## config.mk

```make
export PLATFORM = sky130hd
export DESIGN_NAME = ro_puf_ctrl
export DESIGN_NICKNAME = d
export VERILOG_FILES = /design/src/rtl/ro_puf_ctrl.sv
export SDC_FILE = /design/constraint.sdc
export NUM_CORES = 1
export LEC_CHECK = 0
export CORE_AREA = 4 4 71 139
export CTS_BUF_LIST = sky130_fd_sc_hd__clkbuf_4 sky130_fd_sc_hd__clkbuf_8
export CTS_CLUSTER_DIAMETER = 60
export DETAILED_ROUTE_END_ITERATION = 8
export DIE_AREA = 0 0 75 143
export DONT_BUFFER_PORTS = 1
export REMOVE_ABC_BUFFERS = 1
export SETUP_SLACK_MARGIN = 0.2
export SLEW_MARGIN = 20
export SYNTH_ARGS = -nofsm -noshare
export SYNTH_HDL_FRONTEND = slang
export SYNTH_SLANG_ARGS = --single-unit
```

## constraint.sdc

```tcl
create_clock -name clk -period 3.4 [get_ports clk]
set_input_delay 0.34 -clock clk [delete_from_list [all_inputs] [get_ports clk]]
set_output_delay 0.34 -clock clk [all_outputs]
set_load 0.02 [all_outputs]
```

## src/rtl/ro_puf_ctrl.sv

```systemverilog
// rtl/ro_puf_ctrl.sv - ring-oscillator PUF race sequencer
// Selects an RO pair per response bit, runs the race and shifts the winner into the response word.
module ro_puf_ctrl #(
    parameter int RESP_BITS = 8,
    parameter int SEL_W     = 4,
    parameter int SETTLE    = 4,
    parameter int TIMEOUT   = 4096,
    parameter int TO_W      = 13
) (
    input  logic                           clk,
    input  logic                           rst,
    input  logic                           start,
    input  logic [RESP_BITS*2*SEL_W-1:0]   challenge,
    input  logic [1:0]                     race_fin,
    output logic [SEL_W-1:0]               sel_a,
    output logic [SEL_W-1:0]               sel_b,
    output logic                           ro_en,
    output logic                           cnt_rst,
    output logic                           busy,
    output logic                           done,
    output logic [RESP_BITS-1:0]           response,
    output logic                           tie,
    output logic                           timeout_err
);

    localparam int IDX_W = (RESP_BITS > 1) ? $clog2(RESP_BITS) : 1;
    localparam logic [TO_W-1:0]  SETTLE_LAST = TO_W'(SETTLE - 1);
    localparam logic [TO_W-1:0]  RUN_LAST    = TO_W'(TIMEOUT - 1);
    localparam logic [IDX_W-1:0] IDX_LAST    = IDX_W'(RESP_BITS - 1);

    typedef enum logic [2:0] {
        S_IDLE,
        S_SETUP,
        S_RUN,
        S_CAPTURE,
        S_COOL,
        S_DONE
    } state_t;

    state_t                         state_q, state_d;
    logic [RESP_BITS*2*SEL_W-1:0]   chal_q, chal_d;
    logic [IDX_W-1:0]               idx_q, idx_d;
    logic [TO_W-1:0]                cnt_q, cnt_d;
    logic                           bit_q, bit_d;
    logic [RESP_BITS-1:0]           resp_q, resp_d;
    logic                           tie_q, tie_d;
    logic                           to_q, to_d;

    always_ff @(posedge clk) begin
        if (rst) begin
            state_q <= S_IDLE;
            chal_q  <= '0;
            idx_q   <= '0;
            cnt_q   <= '0;
            bit_q   <= 1'b0;
            resp_q  <= '0;
            tie_q   <= 1'b0;
            to_q    <= 1'b0;
        end else begin
            state_q <= state_d;
            chal_q  <= chal_d;
            idx_q   <= idx_d;
            cnt_q   <= cnt_d;
            bit_q   <= bit_d;
            resp_q  <= resp_d;
            tie_q   <= tie_d;
            to_q    <= to_d;
        end
    end

    // cnt_q is shared: settle count in SETUP/COOL, timeout count in RUN.
    always_comb begin
        state_d = state_q;
        chal_d  = chal_q;
        idx_d   = idx_q;
        cnt_d   = cnt_q;
        bit_d   = bit_q;
        resp_d  = resp_q;
        tie_d   = tie_q;
        to_d    = to_q;
        ro_en   = 1'b0;
        cnt_rst = 1'b1;
        busy    = 1'b0;
        done    = 1'b0;
        case (state_q)
            S_IDLE: begin
                if (start) begin
                    chal_d  = challenge;
                    resp_d  = '0;
                    tie_d   = 1'b0;
                    to_d    = 1'b0;
                    idx_d   = '0;
                    cnt_d   = '0;
                    state_d = S_SETUP;
                end
            end
            S_SETUP: begin
                busy = 1'b1;
                if (cnt_q == SETTLE_LAST) begin
                    cnt_d   = '0;
                    state_d = S_RUN;
                end else begin
                    cnt_d = cnt_q + TO_W'(1);
                end
            end
            S_RUN: begin
                busy    = 1'b1;
                ro_en   = 1'b1;
                cnt_rst = 1'b0;
                if (race_fin != 2'b00) begin
                    bit_d   = (race_fin == 2'b01);
                    tie_d   = tie_q | (race_fin == 2'b11);
                    state_d = S_CAPTURE;
                end else if (cnt_q == RUN_LAST) begin
                    bit_d   = 1'b0;
                    to_d    = 1'b1;
                    state_d = S_CAPTURE;
                end else begin
                    cnt_d = cnt_q + TO_W'(1);
                end
            end
            S_CAPTURE: begin
                busy          = 1'b1;
                resp_d[idx_q] = bit_q;
                cnt_d         = '0;
                state_d       = S_COOL;
            end
            S_COOL: begin
                busy = 1'b1;
                if (cnt_q == SETTLE_LAST) begin
                    cnt_d = '0;
                    if (idx_q == IDX_LAST) begin
                        state_d = S_DONE;
                    end else begin
                        idx_d   = idx_q + IDX_W'(1);
                        state_d = S_SETUP;
                    end
                end else begin
                    cnt_d = cnt_q + TO_W'(1);
                end
            end
            S_DONE: begin
                done    = 1'b1;
                state_d = S_IDLE;
            end
            default: state_d = S_IDLE;
        endcase
    end

    assign sel_a       = chal_q[int'(idx_q)*2*SEL_W +: SEL_W];
    assign sel_b       = chal_q[int'(idx_q)*2*SEL_W + SEL_W +: SEL_W];
    assign response    = resp_q;
    assign tie         = tie_q;
    assign timeout_err = to_q;

endmodule

```

==> results.ini <==
[global_routing]
grt_pass1_wl_um = 17600
grt_start_max_net_pins = 97
grt_pass1_vias = 3605
track_usage_pct = 21.2
overflow = 0
antenna_found_initial = 0

[clocking]
cts_max_level = 3
cts_made_buffers = 9
cts_tree = yes
clkTransAtPathRegs_ps = 90
cts.path.max_buffers = 2
cts_root_buf = clkbuf_8
cts_resized = 0
post_cts_buffers = 0
clkLatencyLatePin_ps = 360
ctsHoldBuffers = 0
cts.sink_count = 94

[logic_synthesis]
async_flop_share_pct = 0
synth.avg_cell_area_um2 = 7.83
ys_warn_count = 0
synthFlopType = dfxtp_1
syn_area_mm2 = 0.00435
ys_seq_area_share_pct = 43.3
netlist_instances = 555
ys_seq_elements = 94
yosysUniqueCellTypes = 54
synth_edf_count = 0

[placement]
place.gp.congestion = 0.874
dpl_cell_area_mm2 = 0.00437
hpwl_um = 7540
dp.cells = 624
portBuffers = 0

[final_layout]
nFillCells = 925
mostFrequentLayoutCell = nand2_1
syn_to_final_growth_pct = 4.98
mostFrequentLayoutCells = nand2_1, dfxtp_1, a21oi_1
layout.nets = 605
diodes = 0
final_area_mm2 = 0.00456
instances_no_fill = 640
layout-drive-gt1-share_pct = 8.18

[sta]
rsz0062_at_grt = false
fin_skew_ps = 8.34
finalHoldViolations = 0
drv_slew = 0
timing.hold.ws_ps = 34.4
finalSetupTns_ps = 0
fin_crit_sh_pct = 73.9
worst_pin_slew_ps = 695
setup_violations = 0
max_clock_freq_mhz = 398
fin_crit_ps = 2510
slew_headroom_pct = 53.2

[floorplanning]
start_util_pct = 48.9
core_area_mm2 = 0.00889
dieArea_mm2 = 0.0107
fp.dieH_um = 143
ios = 91
placementRows = 49
die_x_um = 75

[routing]
drtIter0Drc = 256
viasPerCell = 5.90
drtAntennaViolNets = 0
first_pass_iters = 4
drc = 0
routedWlPerCell_um = 17.2
wl_um = 11000
vias = 3773

[run]
drv_cap = 0

[run_status]
status = completed

[setup_path]
cp.arrival_ps = 2170
cp.required_ps = 3060
critPathKind = reg -> out
cp_max_fo = 32
cp-end-kind = primary output
setup.worst_path.start_class = flop

[hold_path]
holdCritPathClass = in -> reg

[pwr]
irDropWorstVdd_v = 0.000253
total_power_mw = 2.06
leakage_nw = 1.54
powerDensity_mw_per_mm2 = 451

-- kinds of logic (layout without fill, tap and decap cells) --
group	Yosys count	in the layout	synth area share [%]
compound gates	154	154	20.8
simple gates	237	237	25.9
buf+inv	50	33	4.64
xor+xnor	1	1	0.202
mux	16	16	4.23
fa+ha+maj	3	3	0.864
flops	94	94	43.3
-- path summary, 6_finish.rpt --
kind / from / endpoint / slack, ps / cells after the start
max reg2reg: cnt_q[0] / cnt_q[6] / 1030 / 6
max: idx_q[2] / sel_b[2] / 890 / 5
min: rst / chal_q[20] / 30 / 1
min reg2reg: chal_q[9] / chal_q[9] / 450 / 2
-- state kept, by name, indices dropped and copies added (netlist names) --
| name | flops |
|---|---|
| bit_q | 1 |
| chal_q | 64 |
| cnt_q | 13 |
| timeout_err | 1 |
| tie | 1 |
| state_q | 3 |
| idx_q | 3 |
| response | 8 |
-- worst max-delay path, stage by stage, from the launching register on --
cell and delay, ps:
dfxtp_1 330, buf_4 380, mux2_2 390, a221oi_1 270
a21oi_1 70, a221o_1 370
-- power by group --
part | total (mW) | switching (mW) | internal, mW
Combinational | 0.170 | 0.109 | 0.0615
Sequential | 1.18 | 0.0271 | 1.15
Clock | 0.709 | 0.393 | 0.316
-- per-layer routing --
metal  share of wire [%]  global-route usage, %  routed length [µm]
met4                 2.1                   8.91                 228
met1                  39                   24.4                4320
met3                 4.6                   4.37                 504
met5                   0                      0                   0
met2                  54                   36.9                5920
-- synthesized netlist by cell type (all sizes together), types with 5 or more instances --
| master | count | area (µm²) |
|---|---|---|
| buf | 16 | 73.8 |
| or4 | 5 | 41.3 |
| inv | 9 | 33.8 |
| clkbuf | 25 | 93.8 |
| dfxtp | 94 | 1880 |
| nor3 | 6 | 35.0 |
| nor4 | 5 | 46.3 |
| a22oi | 14 | 105 |
| nand3b | 7 | 65.1 |
| nor2 | 24 | 90.1 |
| nand2 | 145 | 544 |
| mux2 | 9 | 101 |
| nand3 | 18 | 95.1 |
| mux2i | 6 | 60.1 |
| a21oi | 83 | 419 |
| o21ai | 27 | 135 |
| o31ai | 5 | 37.5 |
-- per-stage QoR --
stage / setup WS [ps] / util (%)
after global routing: 752 / 51.3
after detailed placement: 1080 / 49.2
after global placement: 1140 / 49.2
after floorplan: -2430 / -
final: 887 / 51.3
after CTS: 840 / 51.3
-- layout make-up --
class	count	area [µm²]	area share, %
tap	102	128	2.80
clock buffer	12	159	3.48
sequential	94	1880	41.3
timing repair buffer	8	60.1	1.32
clock inverter	4	31.3	0.686
inverter	9	33.8	0.741
multi-input combinational	411	2270	49.7
Note: power is estimated with default switching activity, not from simulation.
